<file path="config.mk">
export PLATFORM = sky130hd
export DESIGN_NAME = adxl362_spi_responder
export DESIGN_NICKNAME = d
export VERILOG_FILES = /design/src/rtl/adxl362_spi_responder_pkg.sv /design/src/rtl/adxl362_spi_responder_spi_input_sync.sv /design/src/rtl/adxl362_spi_responder.sv
export SDC_FILE = /design/constraint.sdc
export NUM_CORES = 1
export LEC_CHECK = 0
export ABC_AREA = 1
export BUFFER_PORTS_ARGS = -buffer_cell sky130_fd_sc_hd__buf_2
export CORE_ASPECT_RATIO = 1.5
export CORE_MARGIN = 8
export CORE_UTILIZATION = 35
export DETAILED_ROUTE_END_ITERATION = 12
export GPL_TIMING_DRIVEN = 1
export PLACE_DENSITY = 0.51
export RECOVER_POWER = 50
export SKIP_LAST_GASP = 1
export SLEW_MARGIN = 10
export SYNTH_ARGS = -nofsm -noshare
export SYNTH_HDL_FRONTEND = slang
export SYNTH_SLANG_ARGS = --single-unit
export TNS_END_PERCENT = 100
</file>
<file path="constraint.sdc">
create_clock -name CLK100MHZ -period 2.22 [get_ports CLK100MHZ]
set_input_delay 0.444 -clock CLK100MHZ [delete_from_list [all_inputs] [get_ports CLK100MHZ]]
set_output_delay 0.444 -clock CLK100MHZ [all_outputs]
set_load 0.01 [all_outputs]
</file>
<file path="src/rtl/adxl362_spi_responder_pkg.sv">
// adxl362_spi_responder_pkg: register map, opcodes, ID constants and FSM states shared by the responder.
package adxl362_spi_responder_pkg;
    typedef enum logic [2:0] {IDLE, CMD, ADDR, DATA, SKIP} state_t;
    localparam logic [7:0] CMD_WRITE      = 8'h0A;
    localparam logic [7:0] CMD_READ       = 8'h0B;
    localparam logic [7:0] SOFT_RESET_KEY = 8'h52;
    localparam logic [7:0] DEVID_AD_VAL   = 8'hAD;
    localparam logic [7:0] DEVID_MST_VAL  = 8'h1D;
    localparam logic [7:0] REVID_VAL      = 8'h01;
    localparam logic [7:0] STATUS_VAL     = 8'h41;
    localparam logic [7:0] A_DEVID_AD     = 8'h00;
    localparam logic [7:0] A_DEVID_MST    = 8'h01;
    localparam logic [7:0] A_PARTID       = 8'h02;
    localparam logic [7:0] A_REVID        = 8'h03;
    localparam logic [7:0] A_XDATA        = 8'h08;
    localparam logic [7:0] A_YDATA        = 8'h09;
    localparam logic [7:0] A_ZDATA        = 8'h0A;
    localparam logic [7:0] A_STATUS       = 8'h0B;
    localparam logic [7:0] A_XDATA_L      = 8'h0E;
    localparam logic [7:0] A_XDATA_H      = 8'h0F;
    localparam logic [7:0] A_YDATA_L      = 8'h10;
    localparam logic [7:0] A_YDATA_H      = 8'h11;
    localparam logic [7:0] A_ZDATA_L      = 8'h12;
    localparam logic [7:0] A_ZDATA_H      = 8'h13;
    localparam logic [7:0] A_SOFT_RESET   = 8'h1F;
    localparam logic [7:0] A_FILE_FIRST   = 8'h20;
    localparam logic [7:0] A_FILE_LAST    = 8'h2E;
    localparam logic [7:0] A_POWER_CTL    = 8'h2D;

    // Upper byte of a 12-bit sample: sign bit replicated above bits [11:8].
    function automatic logic [7:0] high_byte(input logic [11:0] s);
        return {{4{s[11]}}, s[11:8]};
    endfunction
endpackage

</file>
<file path="src/rtl/adxl362_spi_responder_spi_input_sync.sv">
// spi_input_sync: synchronizes SCLK/CSN/MOSI into the clk domain and flags their edges.
// Ports: clk, rst_n (sync, active-low); sclk/csn/mosi raw pins;
//        sclk_rise/sclk_fall/csn_fall/csn_rise one-cycle edge strobes; mosi_bit synchronized MOSI.
module spi_input_sync #(
    parameter int SYNC_STAGES = 2
) (
    input  logic clk,
    input  logic rst_n,
    input  logic sclk,
    input  logic csn,
    input  logic mosi,
    output logic sclk_rise,
    output logic sclk_fall,
    output logic csn_fall,
    output logic csn_rise,
    output logic mosi_bit
);
    logic [SYNC_STAGES-1:0] sclk_sh, csn_sh, mosi_sh, fill;
    logic sclk_d, csn_d, armed;
    logic sclk_s, csn_s;

    assign sclk_s   = sclk_sh[SYNC_STAGES-1];
    assign csn_s    = csn_sh[SYNC_STAGES-1];
    assign mosi_bit = mosi_sh[SYNC_STAGES-1];

    // armed blocks a CSN fall until CSN has been seen high with the
    // pipeline refilled from the pin, so a reset taken mid-transaction
    // waits for a fresh select instead of decoding a partial frame.
    always_ff @(posedge clk) begin
        if (!rst_n) begin
            sclk_sh <= '0;
            csn_sh  <= '1;
            mosi_sh <= '0;
            fill    <= '0;
            sclk_d  <= 1'b0;
            csn_d   <= 1'b1;
            armed   <= 1'b0;
        end else begin
            sclk_sh <= (sclk_sh << 1) | SYNC_STAGES'(sclk);
            csn_sh  <= (csn_sh << 1) | SYNC_STAGES'(csn);
            mosi_sh <= (mosi_sh << 1) | SYNC_STAGES'(mosi);
            fill    <= (fill << 1) | SYNC_STAGES'(1'b1);
            sclk_d  <= sclk_s;
            csn_d   <= csn_s;
            armed   <= armed | (fill[SYNC_STAGES-1] & csn_s);
        end
    end

    assign sclk_rise = sclk_s & ~sclk_d;
    assign sclk_fall = ~sclk_s & sclk_d;
    assign csn_fall  = armed & csn_d & ~csn_s;
    assign csn_rise  = csn_s & ~csn_d;
endmodule

</file>
<file path="src/rtl/adxl362_spi_responder.sv">
// adxl362_spi_responder: SPI mode-0 slave emulating the ADXL362 register interface.
// Ports: CLK100MHZ, rst_n (sync, active-low); ACL_SCLK/ACL_CSN/ACL_MOSI/ACL_MISO SPI pins;
//        x_in/y_in/z_in 12-bit samples with sample_valid strobe; busy transaction active;
//        power_ctl contents of register 0x2D.
// Build option: ADXL362_RESP_SNAPSHOT_EN freezes x/y/z at CSN fall for the whole transaction.
module adxl362_spi_responder
    import adxl362_spi_responder_pkg::*;
#(
    parameter int         SYNC_STAGES = 2,
    parameter logic [7:0] PART_ID     = 8'hF2
) (
    input  logic        CLK100MHZ,
    input  logic        rst_n,
    input  logic        ACL_SCLK,
    input  logic        ACL_CSN,
    input  logic        ACL_MOSI,
    output logic        ACL_MISO,
    input  logic [11:0] x_in,
    input  logic [11:0] y_in,
    input  logic [11:0] z_in,
    input  logic        sample_valid,
    output logic        busy,
    output logic [7:0]  power_ctl
);
    state_t      state, state_n;
    logic        sclk_rise, sclk_fall, csn_fall, csn_rise, mosi_bit;
    logic [2:0]  bit_cnt;
    logic [6:0]  rx;
    logic [7:0]  rx_byte, addr, rd_addr, rd_data, tx;
    logic [3:0]  rd_idx, wr_idx;
    logic        is_read, byte_done;
    logic [7:0]  wfile [0:14];
    logic [11:0] x_r, y_r, z_r, x_src, y_src, z_src;

    spi_input_sync #(.SYNC_STAGES(SYNC_STAGES)) u_sync (
        .clk       (CLK100MHZ),
        .rst_n     (rst_n),
        .sclk      (ACL_SCLK),
        .csn       (ACL_CSN),
        .mosi      (ACL_MOSI),
        .sclk_rise (sclk_rise),
        .sclk_fall (sclk_fall),
        .csn_fall  (csn_fall),
        .csn_rise  (csn_rise),
        .mosi_bit  (mosi_bit)
    );

`ifdef ADXL362_RESP_SNAPSHOT_EN
    logic [11:0] x_snap, y_snap, z_snap;
    always_ff @(posedge CLK100MHZ) begin
        if (!rst_n) {x_snap, y_snap, z_snap} <= '0;
        else if (csn_fall) {x_snap, y_snap, z_snap} <= {x_r, y_r, z_r};
    end
    assign {x_src, y_src, z_src} = {x_snap, y_snap, z_snap};
`else
    assign {x_src, y_src, z_src} = {x_r, y_r, z_r};
`endif

    assign rx_byte   = {rx, mosi_bit};
    assign byte_done = sclk_rise && bit_cnt == 3'd7 && (state == CMD || state == ADDR || state == DATA);
    assign busy      = state != IDLE;
    assign power_ctl = wfile[4'(A_POWER_CTL - A_FILE_FIRST)];
    // The byte to serve next: the freshly received address, or the auto-incremented one.
    assign rd_addr   = (state == ADDR) ? rx_byte : addr + 8'd1;
    assign rd_idx    = 4'(rd_addr - A_FILE_FIRST);
    assign wr_idx    = 4'(addr - A_FILE_FIRST);

    always_comb begin
        rd_data = 8'h00;
        case (rd_addr)
            A_DEVID_AD:  rd_data = DEVID_AD_VAL;
            A_DEVID_MST: rd_data = DEVID_MST_VAL;
            A_PARTID:    rd_data = PART_ID;
            A_REVID:     rd_data = REVID_VAL;
            A_XDATA:     rd_data = x_src[11:4];
            A_YDATA:     rd_data = y_src[11:4];
            A_ZDATA:     rd_data = z_src[11:4];
            A_STATUS:    rd_data = STATUS_VAL;
            A_XDATA_L:   rd_data = x_src[7:0];
            A_XDATA_H:   rd_data = high_byte(x_src);
            A_YDATA_L:   rd_data = y_src[7:0];
            A_YDATA_H:   rd_data = high_byte(y_src);
            A_ZDATA_L:   rd_data = z_src[7:0];
            A_ZDATA_H:   rd_data = high_byte(z_src);
            default:     rd_data = (rd_addr >= A_FILE_FIRST && rd_addr <= A_FILE_LAST) ? wfile[rd_idx] : 8'h00;
        endcase
    end

    always_comb begin
        state_n = state;
        if (csn_rise) state_n = IDLE;
        else if (state == IDLE) state_n = csn_fall ? CMD : IDLE;
        else if (byte_done && state == CMD) state_n = (rx_byte == CMD_READ || rx_byte == CMD_WRITE) ? ADDR : SKIP;
        else if (byte_done && state == ADDR) state_n = DATA;
    end

    always_ff @(posedge CLK100MHZ) begin
        if (!rst_n) begin
            state    <= IDLE;
            bit_cnt  <= 3'd0;
            rx       <= 7'd0;
            addr     <= 8'h00;
            tx       <= 8'h00;
            is_read  <= 1'b0;
            ACL_MISO <= 1'b0;
            x_r      <= 12'h000;
            y_r      <= 12'h000;
            z_r      <= 12'h000;
            for (int i = 0; i < 15; i++) wfile[i] <= 8'h00;
        end else begin
            state <= state_n;
            if (sample_valid) {x_r, y_r, z_r} <= {x_in, y_in, z_in};
            if (csn_rise || state == IDLE) begin
                bit_cnt  <= 3'd0;
                ACL_MISO <= 1'b0;
            end else begin
                if (sclk_rise) begin
                    rx      <= rx_byte[6:0];
                    bit_cnt <= bit_cnt + 3'd1;
                end
                if (byte_done && state == CMD) is_read <= rx_byte == CMD_READ;
                // The next read byte is latched whole here, so a sample update
                // landing mid-byte cannot tear the bits being shifted out.
                if (byte_done && (state == ADDR || state == DATA)) begin
                    addr <= rd_addr;
                    if (is_read) tx <= rd_data;
                end
                if (byte_done && state == DATA && !is_read) begin
                    if (addr >= A_FILE_FIRST && addr <= A_FILE_LAST) wfile[wr_idx] <= rx_byte;
                    else if (addr == A_SOFT_RESET && rx_byte == SOFT_RESET_KEY)
                        for (int i = 0; i < 15; i++) wfile[i] <= 8'h00;
                end
                if (state != DATA || !is_read) ACL_MISO <= 1'b0;
                else if (sclk_fall) begin
                    ACL_MISO <= tx[7];
                    tx       <= {tx[6:0], 1'b0};
                end
            end
        end
    end
endmodule

</file>
==> results of run 1 <==
layer usage:
layer | vias up | GRT usage (%) | share of wire (%)
li1 | 4787 | - | -
met1 | 4544 | 19.29 | 37
met2 | 211 | 35.61 | 55
met3 | 97 | 1.628 | 3.1
met4 | 0 | 9.284 | 4.8
met5 | - | 0 | 0
logic make-up after synthesis:
group | Yosys count | synth area share [%]
AOI/OAI and AO/OA | 132 | 6.750
DFF | 206 | 51.52
xor gates and xnor gates | 1 | 0.08350
buffers and inverters | 192 | 7.525
and+or+nand+nor | 815 | 33.40
adders and majority gates | 6 | 0.7155
how the worst max path moves through the flow:
stage	startpoint	endpoint	slack, ns	cells after the start
detailed placement	addr[0]	tx[6]	-0.34	16
CTS	bit_cnt[1]	wfile[8][1]	-0.17	14
global route	state[0]	tx[7]	-0.21	16
finish	state[1]	tx[5]	-0.07	18
global placement	bit_cnt[0]	wfile[9][1]	-0.33	14
floorplan	bit_cnt[0]	wfile[7][0]	-0.005	10
worst max-delay path, delay by kind of cell, from the launching register on:
family / cells / cell delay (ns)
buffers and inverters: 4 / 0.50
flip-flops: 1 / 0.41
AND/OR/NAND/NOR: 12 / 1.13
AO/OA/AOI/OAI: 2 / 0.16
flip-flops by register name, indices dropped and copies added (netlist names):
signal	cells
y_r	12
u_sync.sclk_d	1
u_sync.mosi_sh	2
is_read	1
u_sync.csn_d	1
u_sync.csn_sh	2
tx	8
x_r	12
rx	7
state	3
wfile	128
addr	8
ACL_MISO	1
z_r	12
u_sync.armed	1
bit_cnt	3
u_sync.fill	2
u_sync.sclk_sh	2
final cells by class:
| class | count | area, µm² |
|---|---|---|
| Fill cell | 2870 | 14560 |
| Multi-Input combinational cell | 956 | 5507 |
| Sequential cell | 206 | 5428 |
| Timing Repair Buffer | 239 | 2265 |
| Clock buffer | 30 | 654.4 |
| Inverter | 136 | 515.5 |
| Tap cell | 395 | 494.2 |
| Clock inverter | 11 | 61.31 |
power groups by stage:
stage | registers (mW) | logic, mW | clock network (mW)
floorplan | 4.36 | 0.562 | 0
global placement | 4.39 | 0.986 | 0
detailed placement | 4.39 | 0.991 | 0
CTS | 4.30 | 1.06 | 3.73
global route | 4.32 | 1.26 | 3.88
finish | 4.31 | 1.15 | 3.66
placed cells by master (no fill, tap or decap), drive strengths merged:
master	n
ha	6
bufbuf	2
nand2	399
o22ai	2
a211o	1
buf	232
nor4	2
o21bai	1
nand4	52
clkinvlp	1
o21a	1
clkbuf	35
xnor2	1
a31oi	1
a21oi	48
dfxtp	78
or2	8
nand3	43
nand3b	15
a211oi	1
nor3	5
o21ai	75
nor2	293
a221oi	1
inv	130
clkinv	16
a21boi	1
edfxtp	128
metrics by stage:
stage          power, mW  hold slack, ns  std cells  utilization [%]
3_3_place_gp       5.372          0.3923       1903            42.11
6_report           9.114          0.1081       1973            50.62
4_1_cts            9.101         0.09389       1960            46.51
3_5_place_dp       5.380          0.4112       1903            42.11
2_1_floorplan      4.920          0.3905       1352                -
5_1_grt            9.456          0.1065       1973            50.62
repair_timing:
item                                    4_1_cts  5_1_grt
endpoints found under the setup margin      248      254
gates resized for setup                      99      284
pin swaps                                    25       80
gates cloned                                  4        3
hold endpoints to repair                      0        0
hold buffers                                  0        0
buffers inserted                             12       18
==> results.sh, run 1 <==
export IMPL_slowest_stage="dfxtp_4"
export IMPL_ys_seq_area_share_pct=51.52
export IMPL_synth_ff_type="edfxtp_1"
export IMPL_gp_congestion=0.9026
export IMPL_rrSetupSlack_ns=-0.07
export IMPL_diodes=0
export IMPL_ys_top_cells_by_area="edfxtp_1 (37%), dfxtp_1 (15%), nand2_1 (14%)"
export IMPL_fin_area_um2=14920
export IMPL_reg2reg_depth=18
export IMPL_cts_sinks=206
export IMPL_grt_max_degree=49
export IMPL_cp_common_cell="nand2_1"
export IMPL_synth_edf_count=128
export IMPL_p_int_mw=6.755
export IMPL_core_rowCount=77
export IMPL_initial_core_util_pct=35.59
export IMPL_nNetsFinal=1610
export IMPL_track_usage_pct=18.50
export IMPL_fin_tns_setup_ns=-1.485
export IMPL_worstPathRequired_ns=2.67
export IMPL_p_comb_share_pct=12.6
export IMPL_finalSetupViolations=32
export IMPL_cpPeakStageDelay_ns=0.41
export IMPL_grt_pass1_wl_mm=51.83
export IMPL_synth_largest_area_cell="edfxtp_1"
export IMPL_rsz0062_at_grt="true"
export IMPL_synth_commonest_cells="nand2_1 (378), nor2_1 (275), edfxtp_1 (128)"
export IMPL_dp_hpwl_mm=24.22
export IMPL_drt_iter0_markers=458
export IMPL_crit_path_max_fanout=5
export IMPL_syn_inst=1352
export IMPL_crit_path_start_kind="flip-flop"
export IMPL_maxSlewHeadroom_pct=18.69
export IMPL_power_leakage_nw=6.301
export IMPL_p_switching_mw=2.359
export IMPL_path_cells="nand2_4, nor2_4, buf_6, a21oi_4, nand2_2, nand2_2, nor2_4, buf_12, buf_6, buf_6, nand4_1, nand2_1, nor2_1, nand4_1, nand2_1, nand2_1, nand2_1, a21oi_1"
export IMPL_fin_skew_ns=0.01124
export IMPL_dr_pass1_iters=4
export IMPL_cap_violations=0
export IMPL_cts_buffers=23
export IMPL_yosys_cell_count_top_type="nand2_1"
export IMPL_ant_nets=0
export IMPL_grt_pass1_vias=9685
export IMPL_run_status="finished with violations"
export IMPL_r2r_start="state[1]"
export IMPL_antenna_found_initial=0
export IMPL_critPathArrivalTime_ns=2.74
export IMPL_routedWlPerCell_um=17.30
export IMPL_slew_violations=0
export IMPL_ys_ff_latch=206
export IMPL_vias=9639
export IMPL_async_reset_ff_share_pct=0
export IMPL_seqPwrFrac_pct=47.2
export IMPL_max_freq_mhz=437.6
export IMPL_fin_crit_ns=2.285
export IMPL_critical_path_class="reg -> reg"
export IMPL_synth_top_cell_area_share_pct=36.64
export IMPL_worst_pin_slew_ns=1.215
export IMPL_die_w_um=157.4
export IMPL_synth_warnings=0
export IMPL_core_area_um2=29480
export IMPL_p_per_area_nw_per_um2=610.7
export IMPL_clk_pin_slew_ns=0.06
export IMPL_clock_latency_ns=0.52
export IMPL_final_hold_viol_count=0
export IMPL_min_period_over_period_pct=102.9
export IMPL_cts_tree="yes"
export IMPL_setup_ws_ns=-0.06532
export IMPL_via_per_inst=4.885
export IMPL_synth_avg_cell_area_um2=7.760
export IMPL_routed_wl_mm=34.14
export IMPL_portBuffers=51
export IMPL_holdPathStages=3
export IMPL_cts_root_buffer="clkbuf_16"
export IMPL_violations="setup timing"
export IMPL_overflow=0
export IMPL_hp_start="ACL_SCLK"
export IMPL_timing_rr_end="tx[5]"
export IMPL_p_sw_share_pct=25.88
export IMPL_area_growth_pct=42.25
export IMPL_power_frac_clock_pct=40.2
export IMPL_synthDistinctLibCells=41
export IMPL_drive_gt1_share_pct=32.13
export IMPL_fp_dieArea_um2=35890
export IMPL_h_tree_depth=1
export IMPL_route_detailed_drc=0
export IMPL_dieHeight_um=228.0
export IMPL_ir_drop_mv=0.4675
export IMPL_holdPathEnd="u_sync.sclk_sh[0]"
export IMPL_post_place_ws_ns=-0.3368
export IMPL_cts_buffer_depth=3
export IMPL_ios=52
export IMPL_syn_num_nets=1400
export IMPL_postPlaceCellArea_um2=12420
export IMPL_netlist_area_um2=10490
export IMPL_hold_path_class="in -> reg"
export IMPL_endpoint_kind="flip-flop"
(Power assumes the default switching activity.)
==> inputs of run 2 (changes only) <==
BUFFER_PORTS_ARGS = unset   (was -buffer_cell sky130_fd_sc_hd__buf_2)
CORE_MARGIN = 3   (was 8)
DONT_BUFFER_PORTS = 1   (was unset)
PLACE_DENSITY = 0.5   (was 0.51)
==> results.sh, run 2 (synthesized netlist as in run 1, its figures left out) <==
export IMPL_grt_max_degree=59
export IMPL_cts_buffers=22
export IMPL_dp_hpwl_mm=23.50
export IMPL_p_per_area_nw_per_um2=646.1
export IMPL_largest_register_ffs=128
export IMPL_gp_congestion=0.8963
export IMPL_gr_max_usage_layer="met2"
export IMPL_drive_gt1_share_pct=24.84
export IMPL_clock_latency_ns=0.52
export IMPL_fp_dieArea_um2=32130
export IMPL_track_usage_pct=20.63
export IMPL_initial_core_util_pct=35.59
export IMPL_crit_path_start_kind="flip-flop"
export IMPL_power_leakage_nw=5.915
export IMPL_ios=52
export IMPL_fin_crit_ns=2.311
export IMPL_max_freq_mhz=432.6
export IMPL_min_period_over_period_pct=104.1
export IMPL_cts_buffer_depth=3
export IMPL_core_area_um2=29480
export IMPL_endpoint_kind="flip-flop"
export IMPL_grt_pass1_wl_mm=52.14
export IMPL_final_hold_viol_count=0
export IMPL_top_register="wfile"
export IMPL_crit_path_max_fanout=5
export IMPL_cts_sinks=206
export IMPL_fillCellCount=2923
export IMPL_routedWlPerCell_um=17.46
export IMPL_hold_path_class="in -> reg"
export IMPL_run_status="finished with violations"
export IMPL_die_w_um=147.4
export IMPL_via_per_inst=4.898
export IMPL_antenna_found_initial=0
export IMPL_grt_pass1_vias=9575
export IMPL_met3_usage_pct=2.141
export IMPL_critical_path_class="reg -> reg"
export IMPL_routed_wl_mm=33.62
export IMPL_slew_violations=0
export IMPL_cts_root_buffer="clkbuf_16"
export IMPL_critPathArrivalTime_ns=2.72
export IMPL_worst_pin_slew_ns=0.9450
export IMPL_portBuffers=0
export IMPL_finalSetupViolations=103
export IMPL_area_growth_pct=31.77
export IMPL_diodes=0
export IMPL_ir_drop_mv=0.3653
export IMPL_rsz0062_at_grt="true"
export IMPL_grtUsageMet1_pct=22.44
export IMPL_dr_pass1_iters=5
export IMPL_final_cell_mix="nand2_1 (332), nor2_1 (255), buf_4 (136), edfxtp_1 (128), inv_1 (118)"
export IMPL_route_detailed_drc=0
export IMPL_vias=9428
export IMPL_nNetsFinal=1563
export IMPL_core_rowCount=77
export IMPL_h_tree_depth=1
export IMPL_grtUsageMet2_pct=40.17
export IMPL_cap_violations=0
export IMPL_drt_iter0_markers=418
export IMPL_dp_cells=1841
export IMPL_ant_nets=0
export IMPL_fin_util_pct=46.89
export IMPL_fin_tns_setup_ns=-2.390
export IMPL_cts_tree="yes"
export IMPL_worstPathRequired_ns=2.63
export IMPL_final_cells=1925
export IMPL_final_common_cell="nand2_1"
export IMPL_dieHeight_um=218.0
export IMPL_fin_skew_ns=0.01218
export IMPL_setup_ws_ns=-0.09135
export IMPL_violations="setup timing"
export IMPL_overflow=0
export IMPL_maxSlewHeadroom_pct=37.00
export IMPL_clk_pin_slew_ns=0.06
run 2: cell count changes in the layout (fill, tap and decap cells not counted), sizes merged:
cell,before,now
clkbuf,35,37
dlygate4sd3,0,1
buf,232,187
clkinv,16,12
bufbuf,2,0
nor2,293,292
inv,130,128
clkinvlp,1,4
run 2: what timing repair did:
action	in CTS	in global routing
endpoints found under the hold margin	2	0
gates cloned	6	1
setup endpoints to repair	256	193
pin swaps	27	41
setup buffers	22	17
hold buffers	1	0
gates resized for setup	103	85
run 2: path summary, 6_finish.rpt:
check	startpoint	end	slack, ns	cells after the start
worst max-delay path	state[0]	tx[3]	-0.09	18
worst min-delay path	rst_n	u_sync.sclk_sh[0]	0.03	2
worst max register to register	state[0]	tx[3]	-0.09	18
worst min register to register	u_sync.csn_sh[0]	u_sync.csn_sh[1]	0.43	1
run 2: metal layers:
metal / wire length [µm] / vias to the layer above
li1: - / 4678
met1: 12650 / 4445
met2: 18280 / 224
met3: 1139 / 81
met4: 1550 / 0
met5: 0 / -
run 2: critical path, cell delays in order, from the launching register on:
cell and delay [ns]:
dfxtp_2 0.32, buf_4 0.14, nor2_4 0.21, buf_6 0.15, nand2_8 0.06, nand2_8 0.13
nand2_4 0.10, buf_4 0.17, or2_0 0.20, nand3_1 0.11, nand2_1 0.07, nand2_1 0.09
nor2_2 0.05, nand2_1 0.07, nand3_1 0.06, nand2_1 0.09, nand2_1 0.05, nand2_1 0.07
a21oi_2 0.05
run 2: cell type report:
type                    instances  area (µm²)  share of cell area (%)
well taps                     395       494.2                   3.575
multi-input cells             955        4833                   34.96
repair buffers                194        1871                   13.53
inverters                     136       519.2                   3.756
clock inverters                 8       48.80                  0.3530
clock buffers                  31       638.1                   4.616
flip-flops and latches        206        5420                   39.21
run 2: where the power goes:
part	switching (mW)	internal, mW	leakage (nW)
Combinational	0.654	0.431	3.71
Clock	1.53	2.01	0.333
Sequential	0.0906	4.22	1.87
Total	2.27	6.66	5.91
run 2: per-stage QoR:
stage / cell area (µm²) / hold WS, ns / total power [mW] / setup slack (ns)
after CTS: 13380 / 0.007247 / 8.962 / -0.08328
after floorplan: 10510 / 0.3905 / 4.920 / -0.005116
after global routing: 13820 / 0.02133 / 9.296 / -0.2355
final: 13820 / 0.02787 / 8.932 / -0.09135
after global placement: 12030 / 0.4060 / 5.297 / -0.2790
after detailed placement: 12030 / 0.3979 / 5.298 / -0.2718
